**src/rtl/fetch_stage.sv**
```systemverilog
// Instruction-fetch stage: owns the PC, addresses instruction memory and loads
// the IF/ID register, applying reset > branch redirect > stall > advance.
module fetch_stage #(
    parameter int unsigned           PC_WIDTH  = 16,
    parameter int unsigned           IR_WIDTH  = 32,
    parameter logic [PC_WIDTH-1:0]   RESET_PC  = '0,
    parameter int unsigned           CNT_WIDTH = 16
) (
    input  logic                 clock,
    input  logic                 reset,
    input  logic                 stall,
    input  logic                 branch_taken,
    input  logic [PC_WIDTH-1:0]  branch_target,
    input  logic [IR_WIDTH-1:0]  imem_data,
    output logic [PC_WIDTH-1:0]  imem_addr,
    output logic [PC_WIDTH-1:0]  PC,
    output logic [IR_WIDTH-1:0]  IFID_IR,
    output logic [PC_WIDTH-1:0]  IFID_PCplus4,
    output logic                 IFID_valid,
    output logic [CNT_WIDTH-1:0] fetch_count
);

    logic [PC_WIDTH-1:0] pc_plus4;
    logic [PC_WIDTH-1:0] target_aligned;

    // Wraps modulo 2^PC_WIDTH; the low two target bits are dropped on redirect.
    assign pc_plus4       = PC + PC_WIDTH'(4);
    assign target_aligned = {branch_target[PC_WIDTH-1:2], 2'b00};
    assign imem_addr      = PC;

    always_ff @(posedge clock) begin
        if (reset) begin
            PC           <= RESET_PC;
            IFID_IR      <= '0;
            IFID_PCplus4 <= '0;
            IFID_valid   <= 1'b0;
            fetch_count  <= '0;
        end else if (branch_taken) begin
            PC           <= target_aligned;
            IFID_IR      <= '0;
            IFID_PCplus4 <= '0;
            IFID_valid   <= 1'b0;
        end else if (!stall) begin
            PC           <= pc_plus4;
            IFID_IR      <= imem_data;
            IFID_PCplus4 <= pc_plus4;
            IFID_valid   <= 1'b1;
            if (fetch_count != '1)
                fetch_count <= fetch_count + CNT_WIDTH'(1);
        end
    end

endmodule

```
**config.mk**
```make
export PLATFORM = sky130hd
export DESIGN_NAME = fetch_stage
export DESIGN_NICKNAME = d
export VERILOG_FILES = /design/src/rtl/fetch_stage.sv
export SDC_FILE = /design/constraint.sdc
export NUM_CORES = 1
export LEC_CHECK = 0
export ABC_CLOCK_PERIOD_IN_PS = 3290
export CORE_UTILIZATION = 43
export DETAILED_ROUTE_END_ITERATION = 6
export MAX_ROUTING_LAYER = met4
export PLACE_DENSITY_LB_ADDON = 0.25
export SETUP_SLACK_MARGIN = 0.4
export SYNTH_ARGS = -nofsm -noshare
export SYNTH_HDL_FRONTEND = slang
export SYNTH_SLANG_ARGS = --single-unit
```
**constraint.sdc**
```tcl
create_clock -name clock -period 3.29 [get_ports clock]
set_clock_uncertainty 0.1 [all_clocks]
set_input_delay 0.8225 -clock clock [delete_from_list [all_inputs] [get_ports clock]]
set_output_delay 0.8225 -clock clock [all_outputs]
set_load 0.01 [all_outputs]
```
==> impl_metrics.sql <==
INSERT INTO impl_metrics (metric_group, metric, value, unit) VALUES
('timing', 'min_period', '2.77', 'ns'),
('drt', 'route.detailed.drc', '0', ''),
('timing', 'setup_viol', '0', ''),
('worst_setup_path', 'timing.reg2reg.setup_slack', '1.07', 'ns'),
('placement', 'port_buf_inserts', '140', ''),
('worst_setup_path', 'cpPeakStageDelay', '0.69', 'ns'),
('floorplanning', 'floorplan.rows', '32', ''),
('timing', 'setup-tns-final', '0', 'ns'),
('logic_synthesis', 'netlist_instances', '401', ''),
('power', 'total_power', '1.99', 'mW'),
('clocking', 'cts_tree', 'yes', ''),
('grt', 'maximum_number_of_pins_on_one_net_before_global_route_repair', '54', ''),
('clocking', 'worst_setup_hold_path_clk_slew', '0.08', 'ns'),
('floorplanning', 'die-height', '92.3', 'um'),
('drt', 'dr_total_vias', '3272', ''),
('worst_setup_path', 'critical_path_class', 'in -> reg', ''),
('drt', 'first_pass_iteration_count_of_the_detailed_router', '4', ''),
('drt', 'wl', '8850', 'um'),
('timing', 'maxSlewViolCount', '0', ''),
('grt', 'antenna_found_initial', '0', ''),
('clocking', 'htreeDepth', '3', ''),
('clocking', 'worst_skew_pair.late_latency', '0.33', 'ns'),
('clocking', 'clkSinkCount', '77', ''),
('drt', 'vias_per_cell', '5.22', ''),
('floorplanning', 'floorplan.die_area', '0.00853', 'mm2'),
('clocking', 'cts_setup_buffers', '0', ''),
('placement', 'place_area', '0.00486', 'mm2'),
('layout', 'fraction_of_layout_instances_using_a_drive_strength_above_1', '4.95', '%'),
('job', 'maxCapViolCount', '0', ''),
('drt', 'post_drt_wl_per_cell', '14.1', 'um'),
('drt', 'drtAntennaViolNets', '0', ''),
('layout', 'fin_area', '0.00505', 'mm2'),
('floorplanning', 'floorplan.initialDensity', '45.0', '%'),
('placement', 'gpl.final_weighted_congestion', '0.803', ''),
('layout', 'area_growth', '44.0', '%'),
('drt', 'drt_iter0_markers', '83', ''),
('logic_synthesis', 'yosys.cell_types.count', '41', ''),
('logic_synthesis', 'synthesis.area', '0.00351', 'mm2'),
('clocking', 'cts_made_buffers', '9', ''),
('floorplanning', 'design.core.area', '0.00781', 'mm2'),
('outcome', 'status', 'finished, final reports clean', ''),
('floorplanning', 'x_dimension_of_the_die', '92.3', 'um'),
('clocking', 'post_cts.resized_instances', '0', ''),
('placement', 'detailed_place_hpwl', '6270', 'um'),
('min_path', 'worstHoldPathType', 'reg -> reg', ''),
('worst_setup_path', 'critPathLaunchType', 'input port', ''),
('worst_setup_path', 'cp_data_arrival_time', '2.93', 'ns'),
('logic_synthesis', 'synth_seq_area_share', '43.9', '%'),
('worst_setup_path', 'cp_cell_sequence', 'clkdlybuf4s50_1 > or2_1 > or4b_1 > or4_1 > a21oi_1', ''),
('timing', 'achievable-frequency', '361', 'MHz'),
('layout', 'insertedDiodeCount', '0', ''),
('grt', 'grt_first_pass_wirelength', '14300', 'um'),
('grt', 'overflow', '0', ''),
('timing', 'unrepaired_setup_endpoints_after_global_routing', 'no', ''),
('clocking', 'ctsHoldBuffers', '0', ''),
('grt', 'global_route.usage.total', '21.6', '%'),
('floorplanning', 'boundaryPins', '149', ''),
('power', 'peakVddDrop', '0.242', 'mV'),
('timing', 'max_slew_margin', '49.7', '%'),
('worst_setup_path', 'critical_path_required', '3.45', 'ns'),
('logic_synthesis', 'yosys_register_bits', '77', ''),
('grt', 'vias_in_the_first_global_route', '3024', ''),
('worst_setup_path', 'critical_path.max_fanout', '8', ''),
('clocking', 'clock_tree.root_cell', 'sky130_fd_sc_hd__clkbuf_8', ''),
('worst_setup_path', 'worst_path_max_delay_cell', 'sky130_fd_sc_hd__or4b_1', ''),
('logic_synthesis', 'synth.avg_cell_area', '8.75', 'um2'),
('timing', 'transition_time_at_the_pin_with_the_least_slew_margin', '0.754', 'ns'),
('power', 'cellPowerDensity', '393', 'mW/mm2'),
('layout', 'final_nets', '574', ''),
('power', 'total_leakage_power', '1.86', 'nW'),
('logic_synthesis', 'yosysWarningCount', '0', ''),
('timing', 'finalHoldViolations', '0', ''),
('timing', 'layout_worst_path_cycle_share', '84.1', '%'),
('worst_setup_path', 'crit_path_end_kind', 'flop', ''),
('clocking', 'cts_max_path_buffers', '2', '');
[synthesized netlist by cell type]
cell | count | share of area (%)
sky130_fd_sc_hd__dfxtp_1 | 77 | 44
sky130_fd_sc_hd__nor2_1 | 48 | 5.1
sky130_fd_sc_hd__mux2i_1 | 36 | 10
sky130_fd_sc_hd__a21oi_1 | 32 | 4.6
sky130_fd_sc_hd__buf_4 | 20 | 4.3
sky130_fd_sc_hd__nand2_1 | 18 | 1.9
sky130_fd_sc_hd__clkbuf_1 | 17 | 1.8
sky130_fd_sc_hd__o21ai_0 | 17 | 2.4
sky130_fd_sc_hd__xnor2_1 | 13 | 3.2
sky130_fd_sc_hd__inv_1 | 12 | 1.3
sky130_fd_sc_hd__nor3_1 | 11 | 1.6
sky130_fd_sc_hd__nand3_1 | 10 | 1.4
sky130_fd_sc_hd__nor4_1 | 9 | 1.6
sky130_fd_sc_hd__o21a_1 | 9 | 1.9
sky130_fd_sc_hd__or3_1 | 8 | 1.4
sky130_fd_sc_hd__nand4_1 | 7 | 1.2
sky130_fd_sc_hd__or4_1 | 6 | 1.3
sky130_fd_sc_hd__nand2b_1 | 5 | 0.89
sky130_fd_sc_hd__o31ai_1 | 5 | 1.1
sky130_fd_sc_hd__buf_1 | 4 | 0.43
sky130_fd_sc_hd__o311a_1 | 4 | 1.1
sky130_fd_sc_hd__xor2_1 | 4 | 1.0
sky130_fd_sc_hd__a211oi_1 | 3 | 0.64
sky130_fd_sc_hd__buf_2 | 3 | 0.43
sky130_fd_sc_hd__or2_2 | 3 | 0.53
sky130_fd_sc_hd__ha_1 | 2 | 0.71
sky130_fd_sc_hd__nor2b_1 | 2 | 0.36
sky130_fd_sc_hd__o41ai_1 | 2 | 0.50
sky130_fd_sc_hd__or4b_1 | 2 | 0.57
sky130_fd_sc_hd__a2111oi_0 | 1 | 0.25
sky130_fd_sc_hd__a21boi_0 | 1 | 0.21
sky130_fd_sc_hd__a21o_1 | 1 | 0.21
sky130_fd_sc_hd__a31oi_1 | 1 | 0.18
sky130_fd_sc_hd__and2_1 | 1 | 0.18
sky130_fd_sc_hd__and3_1 | 1 | 0.18
sky130_fd_sc_hd__clkinv_1 | 1 | 0.11
sky130_fd_sc_hd__conb_1 | 1 | 0.11
sky130_fd_sc_hd__o211a_1 | 1 | 0.29
sky130_fd_sc_hd__o311ai_0 | 1 | 0.25
sky130_fd_sc_hd__o31a_1 | 1 | 0.25
sky130_fd_sc_hd__or2_1 | 1 | 0.18
[routing by layer]
| layer | routed length, um | vias to the layer above | part of all wire [%] | track usage, % |
|---|---|---|---|---|
| li1 | - | 1623 | - | - |
| met1 | 3930 | 1515 | 44 | 25.6 |
| met2 | 4150 | 125 | 47 | 35.3 |
| met3 | 707 | 9 | 8.0 | 6.08 |
| met4 | 67 | 0 | 0.76 | 6.90 |
| met5 | 0 | - | 0 | - |
[report_power, final]
group          internal (mW)  total (mW)  switching [mW]
registers              0.964       0.998          0.0338
clock network          0.349       0.689           0.339
logic                  0.176       0.299           0.123
[cell families (layout without fill, tap and decap cells)]
| kind of cell | count (synthesis) | after routing | synth area share [%] |
|---|---|---|---|
| AND/OR/NAND/NOR | 132 | 132 | 18.5 |
| AO/OA/AOI/OAI | 79 | 79 | 13.9 |
| flip-flops | 77 | 77 | 43.9 |
| buffers and inverters | 57 | 176 | 8.34 |
| multiplexers | 36 | 36 | 10.3 |
| XOR/XNOR | 17 | 17 | 4.24 |
| adder cells (fa/ha/maj) | 2 | 2 | 0.713 |
| other | 1 | 6 | 0.107 |
[sequential cells by signal, indices dropped and copies added, names as in the netlist]
signal / cells
fetch_count: 16
IFID_IR: 32
IFID_PCplus4: 14
IFID_valid: 1
PC: 14
[cells in the final DEF, fill, tap and decap left out, types with 2 or more instances in the layout]
| cell | count |
|---|---|
| sky130_fd_sc_hd__clkdlybuf4s50_1 | 139 |
| sky130_fd_sc_hd__dfxtp_1 | 77 |
| sky130_fd_sc_hd__nor2_1 | 48 |
| sky130_fd_sc_hd__mux2i_1 | 36 |
| sky130_fd_sc_hd__a21oi_1 | 32 |
| sky130_fd_sc_hd__nand2_1 | 18 |
| sky130_fd_sc_hd__o21ai_0 | 17 |
| sky130_fd_sc_hd__xnor2_1 | 13 |
| sky130_fd_sc_hd__inv_1 | 12 |
| sky130_fd_sc_hd__nor3_1 | 11 |
| sky130_fd_sc_hd__nand3_1 | 10 |
| sky130_fd_sc_hd__nor4_1 | 9 |
| sky130_fd_sc_hd__o21a_1 | 9 |
| sky130_fd_sc_hd__clkbuf_8 | 9 |
| sky130_fd_sc_hd__or3_1 | 8 |
| sky130_fd_sc_hd__nand4_1 | 7 |
| sky130_fd_sc_hd__buf_4 | 7 |
| sky130_fd_sc_hd__or4_1 | 6 |
| sky130_fd_sc_hd__conb_1 | 6 |
| sky130_fd_sc_hd__o31ai_1 | 5 |
| sky130_fd_sc_hd__nand2b_1 | 5 |
| sky130_fd_sc_hd__xor2_1 | 4 |
| sky130_fd_sc_hd__o311a_1 | 4 |
| sky130_fd_sc_hd__or2_2 | 3 |
| sky130_fd_sc_hd__a211oi_1 | 3 |
| sky130_fd_sc_hd__or4b_1 | 2 |
| sky130_fd_sc_hd__o41ai_1 | 2 |
| sky130_fd_sc_hd__nor2b_1 | 2 |
| sky130_fd_sc_hd__ha_1 | 2 |
| sky130_fd_sc_hd__clkinvlp_4 | 2 |
| sky130_fd_sc_hd__clkinv_2 | 2 |
[cell type report]
class,instances,area [um2]
fill,686,2760
multi-input combinational,272,1690
sequential,77,1540
timing repair buffer,147,1450
clock buffer,10,128
tap,102,128
clock inverter,6,63.8
inverter,13,48.8
[path summary, 6_finish.rpt]
kind | start | to | depth (start not counted)
max | branch_taken | fetch_count[11] | 5
min | IFID_valid | IFID_valid | 1
max reg2reg | fetch_count[4] | fetch_count[11] | 4
min reg2reg | IFID_valid | IFID_valid | 1
[metrics by stage]
stage	util (%)	worst slack (ns)	hold WS, ns	std cells
2_1_floorplan	-	0.735	0.386	406
3_3_place_gp	62.3	0.258	0.336	611
3_5_place_dp	62.3	0.226	0.341	611
4_1_cts	64.7	0.568	0.360	627
5_1_grt	64.7	0.470	0.386	627
6_report	64.7	0.523	0.355	627
[critical path: cells and delay by family]
family | cells | cell delay (ns)
compound gates | 1 | 0.15
simple gates | 3 | 1.54
buf+inv | 1 | 0.42
Note: power is estimated with default switching activity, not from simulation.
